--- src/rtl/ctrl_pipe.sv ---
// Control-word pipeline: carries a decoded control word and its valid bit through DEPTH stages
// with per-stage stall (freezing everything upstream), bubble insertion, flush and statistics counters.
module ctrl_pipe #(
   parameter int              WIDTH  = 30,
   parameter int              DEPTH  = 4,
   parameter logic [WIDTH-1:0] BUBBLE = '0
) (
   input  logic                     clk,
   input  logic                     reset,
   input  logic [WIDTH-1:0]         in_ctrl,
   input  logic                     in_valid,
   output logic                     in_ready,
   input  logic [DEPTH-1:0]         stall,
   input  logic [DEPTH-1:0]         flush,
   output logic [DEPTH*WIDTH-1:0]   stage_ctrl,
   output logic [DEPTH-1:0]         stage_valid,
   output logic                     retire,
   output logic [15:0]              stall_cycles,
   output logic [15:0]              retire_count
);

   logic [DEPTH-1:0][WIDTH-1:0] ctrl_q, ctrl_d, up_ctrl;
   logic [DEPTH-1:0]            valid_q, valid_d, up_valid;
   logic [DEPTH-1:0]            hold, up_hold;
   logic [15:0]                 stall_cnt_q, stall_cnt_d;
   logic [15:0]                 retire_cnt_q, retire_cnt_d;

   // A stall at stage k freezes every stage at or above it (indices 0..k).
   always_comb begin
      hold = '0;
      for (int i = 0; i < DEPTH; i++) begin
         hold[i] = ((stall >> i) != '0);
      end
   end

   assign up_hold = hold << 1;

   always_comb begin
      up_ctrl     = '0;
      up_valid    = '0;
      up_ctrl[0]  = in_valid ? in_ctrl : BUBBLE;
      up_valid[0] = in_valid;
      for (int i = 1; i < DEPTH; i++) begin
         up_ctrl[i]  = ctrl_q[i-1];
         up_valid[i] = valid_q[i-1];
      end
   end

   always_comb begin
      ctrl_d  = ctrl_q;
      valid_d = valid_q;
      for (int i = 0; i < DEPTH; i++) begin
         if (flush[i]) begin
            ctrl_d[i]  = BUBBLE;
            valid_d[i] = 1'b0;
         end else if (!hold[i]) begin
            if (up_hold[i]) begin
               ctrl_d[i]  = BUBBLE;
               valid_d[i] = 1'b0;
            end else begin
               ctrl_d[i]  = up_ctrl[i];
               valid_d[i] = up_valid[i];
            end
         end
      end
   end

   always_comb begin
      stall_cnt_d  = stall_cnt_q;
      retire_cnt_d = retire_cnt_q;
      if (hold[0] && (stall_cnt_q != 16'hFFFF)) begin
         stall_cnt_d = stall_cnt_q + 16'd1;
      end
      if (valid_q[DEPTH-1] && !hold[DEPTH-1]) begin
         retire_cnt_d = retire_cnt_q + 16'd1;
      end
   end

   always_ff @(posedge clk) begin
      if (reset) begin
         ctrl_q       <= {DEPTH{BUBBLE}};
         valid_q      <= '0;
         stall_cnt_q  <= '0;
         retire_cnt_q <= '0;
      end else begin
         ctrl_q       <= ctrl_d;
         valid_q      <= valid_d;
         stall_cnt_q  <= stall_cnt_d;
         retire_cnt_q <= retire_cnt_d;
      end
   end

   assign in_ready     = !hold[0];
   assign stage_ctrl   = ctrl_q;
   assign stage_valid  = valid_q;
   assign retire       = valid_q[DEPTH-1];
   assign stall_cycles = stall_cnt_q;
   assign retire_count = retire_cnt_q;

endmodule

--- config.mk ---
export PLATFORM = sky130hd
export DESIGN_NAME = ctrl_pipe
export DESIGN_NICKNAME = d
export VERILOG_FILES = /design/src/rtl/ctrl_pipe.sv
export SDC_FILE = /design/constraint.sdc
export NUM_CORES = 1
export LEC_CHECK = 0
export CORE_MARGIN = 2
export CORE_UTILIZATION = 40
export CTS_CLUSTER_DIAMETER = 40
export CTS_CLUSTER_SIZE = 28
export DETAILED_ROUTE_END_ITERATION = 8
export PLACE_DENSITY = 0.7
export RECOVER_POWER = 50
export SLEW_MARGIN = 10
export SYNTH_ARGS = -nofsm -noshare
export SYNTH_HDL_FRONTEND = slang
export SYNTH_SLANG_ARGS = --single-unit
--- constraint.sdc ---
create_clock -name clk -period 2.4 [get_ports clk]
set_input_delay 0.48 -clock clk [delete_from_list [all_inputs] [get_ports clk]]
set_output_delay 0.48 -clock clk [all_outputs]
set_load 0.03 [all_outputs]
* After elaboration in Yosys (flattened, before gate mapping)
Index checks and enable logic that the tools add are counted.
** Word-level totals
- Register bits :: 156
- Output and inout bits :: 158
- Logic and storage cells :: 31
** Operators by class
- $add $sub $neg :: 2
- Equal/unequal tests :: 1
- Mux-type cells :: 7
- Reductions and logical operators :: 11
** Operator list (number)
- $mux W30 :: 4
- $add A16 B1 Y16 const B :: 2
- $ne A16 B16 Y1 const B :: 1
- $reduce_bool A4 Y1 :: 3
- $reduce_or A2 Y1 :: 4
- $mux W1 :: 3
- $logic_and A1 B1 Y1 :: 2
- $logic_not A1 Y1 :: 2

* Logic depth before layout (Yosys ltp)
Gate-level depths: netlist (run 1).
- Depth in word-level cells :: 2
- Mapped depth :: 7

* Worst setup path after synthesis (run 1)
Ideal clock, no wire load.
- Kind :: reg2reg
- From :: register stall_cnt_q[0], in the netlist stall_cycles[0]
- To :: register stall_cnt_q[15], in the netlist stall_cycles[15]
- Setup time :: 0.121 ns
- Arrival :: 1.882 ns
- Data required time :: 2.279 ns
- Path slack :: 0.397 ns
- Cell stages (with the launch flop) :: 7
- Period minus slack after synthesis :: 2.003 ns
- Path through :: dfxtp_1 -> ha_1 -> nand4_1 -> o41ai_2 -> buf_6 -> nor4_1 -> mux2_4
** Between the ends
- Word-level cells in the longest chain between the ends :: 2
- Elaborated cells between the ends (all ways) :: 3
** RTL lines
- start, declared :: RTL line 25 : logic [15:0] stall_cnt_q, stall_cnt_d;
- start signal, assigned :: RTL line 88 : stall_cnt_q <= stall_cnt_d;
- branches (longest 2 deep; another with $add A16 B1 Y16)
Parallel ways; which one is timed is not known.
A chain may end at the register's enable or synchronous reset.

* Worst setup path after layout (run 1)
- From :: input stall[3]
- To :: output in_ready
** Between the ends
- Word-level cells in the longest chain between the ends :: 2
** RTL lines
- start, declared :: RTL line 13 : input logic [DEPTH-1:0] stall,
- $reduce_bool A4 Y1 :: RTL line 32 : hold[i] = ((stall >> i) != '0);
- $logic_not A1 Y1 :: RTL line 93 : assign in_ready = !hold[0];
- end, declared :: RTL line 12 : output logic in_ready,
No other way between the ends.

==> summary.txt, run 1 <==
Outcome
  – Status: finished clean

Clocking
  – Worst-path clk slew: 60 ps
  – Post-CTS Hold Fix Bufs: 0
  – Cts bufs inserted: 17
  – Post-CTS Resized: 3
  – CTS tree: yes
  – H-tree Lvls: 4
  – Clock Sinks: 156
  – Setup bufs post-CTS: 0
  – CTS Root Cell: clkbuf_16
  – Clock Latency Late Sink: roughly 430 ps
  – CTS Buffer Depth: 2

Cells and area
  – Layout area overhead: 31.8%
  – Share of cells above drive strength 1: 6.58%
  – Finished Layout Cells: 1116
  – Antenna diode count: 0
  – NumNets Final: a little over 900

Yosys
  – Yosys cell types: 37
  – Area leader, netlist: dfxtp_1
  – Post-synth EDFFs: 0
  – Async set or reset register ratio after synthesis: 0%
  – Synth top area share: 46.5%
  – Top FF cell, synth: dfxtp_1
  – Synth top area cells: dfxtp_1, buf_4, a21oi_1
  – Post-synthesis sequential area ratio: between 40% and 50%
  – Syn. warnings: 0
  – Synth Cell Area: 6720 µm²
  – #FFs+latches synth: 156
  – Cells after Synth: ~790
  – Syn avg cell area: 8.47 µm²
  – Syn_nets: ~840

Floorplan
  – Vert. Die Dim: approximately 130 µm
  – Num rows: between 40 and 50
  – Total core area: 16500 µm²
  – Io pins: 199
  – Die Area: 17900 µm²
  – Starting Density: 40.7%
  – DIE WIDTH: 134 µm

Power
  – Pwr Total: 0.00569 W
  – PwrDens: 642 nW/µm²
  – Worst VDD drop: around 470 µV
  – Leak: 2.84 nW

Worst hold path
  – Min-Delay Path Class: flip-flop to flip-flop
  – Hold depth: 2
  – Worst Hold End: stage_ctrl[9]
  – Worst Hold Launch: stage_ctrl[9]

Critical path
  – CP Class: primary input to output pin
  – Crit. Startpoint: stall[3]
  – Worst reg2reg startpoint: stall_cycles[0]
  – Max incr delay on CP: 520 ps
  – Worst path buffer plus inverter count: 4
  – Worst setup EP type: output pin
  – CP startpoint kind: primary input
  – Worst Path Required: 1920 ps
  – CP top delay family: buffers and inverters
  – Critical Path Stages: 5
  – FF-to-FF setup slack: 320 ps
  – Data arrival, critical path: 1720 ps
  – Reg-to-reg endpoint: stall_cycles[1]
  – Crit-path cells: dlygate4sd2_1 -> or4_1 -> buf_4 -> inv_1 -> buf_6
  – CP max stage cell: or4_1
  – Cells on worst reg2reg path: 6
  – Max FO, Critical Path: 6

STA
  – Final Hold Viols: 0
  – Top achievable clock speed: 0.455 GHz
  – Max-Slew Margin vs Limit: 26.4%
  – RSZ-0062 raised after global routing: false
  – Final Skew: 7.22 ps
  – Tmin final: between 2000 and 2500 ps
  – # setup viols final: 0
  – Fin crit share: 91.5%
  – Slew @ Worst Pin: between 1000 and 1500 ps
  – Fin. max-slew vios: 0

Global routing
  – Overflow after GRT: 0
  – Vias in the first global route: 5051
  – First-pass GRT wire length: 27500 µm
  – Antenna violations before repair: 0
  – Tot GR Track Use: 19.7%
  – Pin count of the biggest net entering global routing: between 60 and 70

Placement
  – Placed Cells: 1084
  – GPL Wtd Cong: ~0.8
  – Port Buffer Count: 198
  – Final HPWL DP: 12500 µm

Drt
  – Drt total wl: 18000 µm
  – # DRC: 0
  – DRT iter0 DRCs: 389
  – DR pass1 iterations: 7
  – Via count: 5682
  – Post-route ant nets: 0
  – Detailed-route wire length per cell: 16.1 µm
  – Post-DR vias/cell: 5.09

Flow run
  – Maxcap violations: 0
placed cells by master, fill, tap and decap left out, types with 5 or more instances in the layout:
master and count:
nand4_1 8, clkbuf_16 17, o21ai_0 9, o31ai_1 5
nand2_1 73, nor4_1 5, a21oi_1 109, or4_1 6
or3_1 10, nor3b_1 31, clkdlybuf4s50_1 183, xnor2_1 9
nand3_1 40, buf_4 17, dlygate4sd3_1 10, clkinv_2 6
nor2_1 81, nand3b_1 32, a22oi_1 31, inv_1 5
dfxtp_1 156
tightest hold or removal path, cell delays in order, from the launching register on:
cell and delay, ps:
dfxtp_1 320, nand2_1 50, a21oi_1 50
state kept, by name, summed over array words and instances (netlist names):
name          count
stall_cycles     16
stage_valid       4
stage_ctrl      120
retire_count     16
routing by layer:
| layer | track usage [%] | routed length [µm] | vias up |
|---|---|---|---|
| met5 | 0 | 0 | - |
| met3 | 4.72 | 954 | 28 |
| met2 | 28.4 | 7770 | 170 |
| met4 | 9.22 | 539 | 0 |
| met1 | 27.6 | 8690 | 2663 |
| li1 | - | - | 2821 |
layout make-up:
| type | count | area, µm² |
|---|---|---|
| fillers | 1538 | 7670 |
| inverters | 5 | 18.8 |
| well taps | 220 | 275 |
| clock buffers | 19 | 443 |
| clock inverters | 13 | 173 |
| repair buffers | 222 | 2190 |
| multi-input cells | 481 | 2640 |
| flip-flops and latches | 156 | 3120 |
worst max-delay path by stage:
stage                                   to  slack, ps
final                             in_ready        200
after global routing      retire_count[13]        170
after CTS                         in_ready         10
after detailed placement    stage_ctrl[15]        -20
after global placement            in_ready        -40
after floorplan           stall_cycles[15]        400
metrics by stage:
stage / TNS (ps) / hold WS (ps) / area, µm² / setup slack, ps / util (%)
2_1_floorplan: 0 / 440 / 6720 / 397 / -
3_3_place_gp: -301 / 452 / 8270 / -35.6 / 50.1
3_5_place_dp: -41.3 / 455 / 8270 / -17.9 / 50.1
4_1_cts: 0 / 465 / 8890 / 11.8 / 53.8
5_1_grt: 0 / 478 / 8860 / 168 / 53.6
6_report: 0 / 466 / 8860 / 204 / 53.6
where the power goes:
part	internal (W)	switching (W)
clock	0.00175	0.00104
sequential	0.00260	0.00000996
combinational	0.000115	0.000167
total	0.00447	0.00122
cells in the mapped netlist, types with 6 or more instances:
master,count
nand2_1,73
nand3b_1,32
a21oi_1,109
clkbuf_1,46
dfxtp_1,156
a22oi_1,31
or3_1,11
or4_1,6
o21ai_0,9
nor2_1,82
nand4_1,8
buf_4,91
nor3b_1,31
buf_1,7
xnor2_1,9
nand3_1,40
cell families (layout without fill, tap and decap cells):
logic type,after synthesis,count (layout),synth area share [%]
simple gates,306,306,23.5
compound gates,157,157,13.3
fa+ha+maj,2,2,0.372
mux,4,4,0.689
flops,156,156,46.5
buf+inv,156,259,14.1
xor+xnor,12,12,1.56
(Power assumes the default switching activity.)
==> inputs of run 2 (changes only) <==
HOLD_SLACK_MARGIN = 0.03   (was not set)
==> results of run 2 <==
No change in the layout: final DEF, timing and power equal those of run 1.
==> inputs of run 3 (changes only) <==
CORE_UTILIZATION = 47   (was 40)
PLACE_DENSITY = 0.8   (was 0.7)
SKIP_CTS_REPAIR_TIMING = 1   (was not set)
==> summary.txt, run 3 (same netlist as run 1, synthesis figures left out) <==
Placement
  – Final HPWL DP: 12100 µm
  – GPL Wtd Cong: 0.863
  – Area after DPL: 8240 µm²
  – Port Buffer Count: 198

Global routing
  – Met2 usage: approximately a third
  – M1 GR Usage: 33.3%
  – First-pass GRT wire length: 27100 µm
  – M3 GR Usage: 5.31%
  – Vias in the first global route: slightly above 5000
  – Tot GR Track Use: 22.9%
  – Overflow after GRT: 0
  – Layer with the highest usage: met1
  – Pin count of the biggest net entering global routing: 63
  – Antenna violations before repair: 0

STA
  – Fin crit share: between 90 and 100%
  – Final Skew: roughly 4.3 ps
  – Fin. max-slew vios: 0
  – Slew @ Worst Pin: 775 ps
  – Top achievable clock speed: 0.439 GHz
  – RSZ-0062 raised after global routing: false
  – Max-Slew Margin vs Limit: 48.3%
  – Tmin final: ~2300 ps
  – Final Hold Viols: 0
  – # setup viols final: 0

Critical path
  – Worst Path Required: approximately 1900 ps
  – CP startpoint kind: primary input
  – CP endpoint: in_ready
  – CP Class: primary input to output pin
  – Worst setup EP type: output pin
  – Cells on worst reg2reg path: 6
  – Data arrival, critical path: 1800 ps
  – Reg-to-reg endpoint: stall_cycles[9]
  – Worst reg2reg startpoint: stall_cycles[0]
  – Max FO, Critical Path: 6
  – FF-to-FF setup slack: 380 ps
  – Crit. Startpoint: stall[1]

Drt
  – Detailed-route wire length per cell: 16.0 µm
  – Post-route ant nets: 0
  – # DRC: 0
  – DR pass1 iterations: 5
  – DRT iter0 DRCs: 546
  – Drt total wl: around 17000 µm
  – Post-DR vias/cell: between 5 and 6
  – Via count: 5749

Flow run
  – Maxcap violations: 0

Power
  – Worst VDD drop: 471 µV
  – Leak: 2.88 nW
  – PwrDens: 659 nW/µm²

Cells and area
  – Commonest non-fill, non-tap cells in the layout: clkdlybuf4s50_1, dfxtp_1, a21oi_1
  – Layout area overhead: 30.8%
  – NumNets Final: 928
  – Design area: 8790 µm²
  – Most common cell after layout, fill and taps aside: clkdlybuf4s50_1
  – Final core occ: a little over three fifths
  – Share of cells above drive strength 1: 6.47%
  – Max reg flops: 120

Worst hold path
  – Min-Delay Path Class: flip-flop to flip-flop
  – Hold depth: 2

Clocking
  – H-tree Lvls: 4
  – Worst-path clk slew: 60 ps
  – Clock Latency Late Sink: 420 ps
  – CTS Root Cell: clkbuf_16
  – Cts bufs inserted: 17
  – CTS Buffer Depth: 2
  – Clock Sinks: 156
  – CTS tree: yes

Floorplan
  – DIE WIDTH: 124 µm
  – Starting Density: 48.2%
  – Io pins: 199
  – Die Area: 15300 µm²
  – Vert. Die Dim: 124 µm
  – Num rows: 43
  – Total core area: around 14000 µm²

Outcome
  – Status: finished clean
run 3: changes by cell type in the layout (fill, tap and decap cells not counted), sizes merged:
cell / previous run / this run
clkinv: 6 / 2
clkinvlp: 3 / 0
buf: 21 / 16
clkbuf: 23 / 35
dlygate4sd3: 10 / 28
diode: 0 / 1
dlygate4sd2: 2 / 0
clkdlybuf4s25: 0 / 1
dlymetal6s2s: 2 / 0
bufinv: 4 / 5
clkdlybuf4s50: 183 / 168
run 3: per-stage QoR:
stage	setup WS (ps)	TNS (ps)	std cells	hold WS [ps]	total power [W]
finish	123	0	1078	466	0.00580
global route	51.9	0	1077	491	0.00597
CTS	-19.6	-19.6	1077	464	0.00585
detailed placement	-13.7	-18.6	1046	457	0.00295
global placement	-12.3	-12.3	1046	453	0.00295
floorplan	397	0	793	440	0.00281
run 3: final cells by class:
type | count | area, µm²
fill | 1188 | 5150
sequential | 156 | 3120
multi-input combinational | 481 | 2640
timing repair buffer | 224 | 2140
clock buffer | 24 | 482
tap | 180 | 225
clock inverter | 7 | 160
inverter | 5 | 18.8
antenna | 1 | 2.50
run 3: worst min path at each step:
| stage | from | end |
|---|---|---|
| detailed placement | stage_ctrl[14] | stage_ctrl[14] |
| CTS | stage_ctrl[14] | stage_ctrl[14] |
| global placement | stage_ctrl[10] | stage_ctrl[10] |
| global route | stage_valid[2] | stage_valid[2] |
| floorplan | stage_ctrl[0] | stage_ctrl[0] |
| finish | stage_ctrl[6] | stage_ctrl[6] |
run 3: worst max-delay path, stage by stage:
cell and delay, ps:
clkdlybuf4s50_1 450, or4_1 480, buf_4 180, inv_2 80, buf_6 130
run 3: per-layer routing:
layer | routed length [µm] | share of wire [%]
met1 | 8150 | 47
met2 | 7500 | 44
met3 | 1050 | 6.1
met4 | 530 | 3.1
met5 | 0 | 0
run 3: where the power goes:
part / internal (W) / switching (W) / total [W]
sequential: 0.00260 / 0.0000102 / 0.00261
combinational: 0.000109 / 0.000162 / 0.000271
clock: 0.00192 / 0.000997 / 0.00292
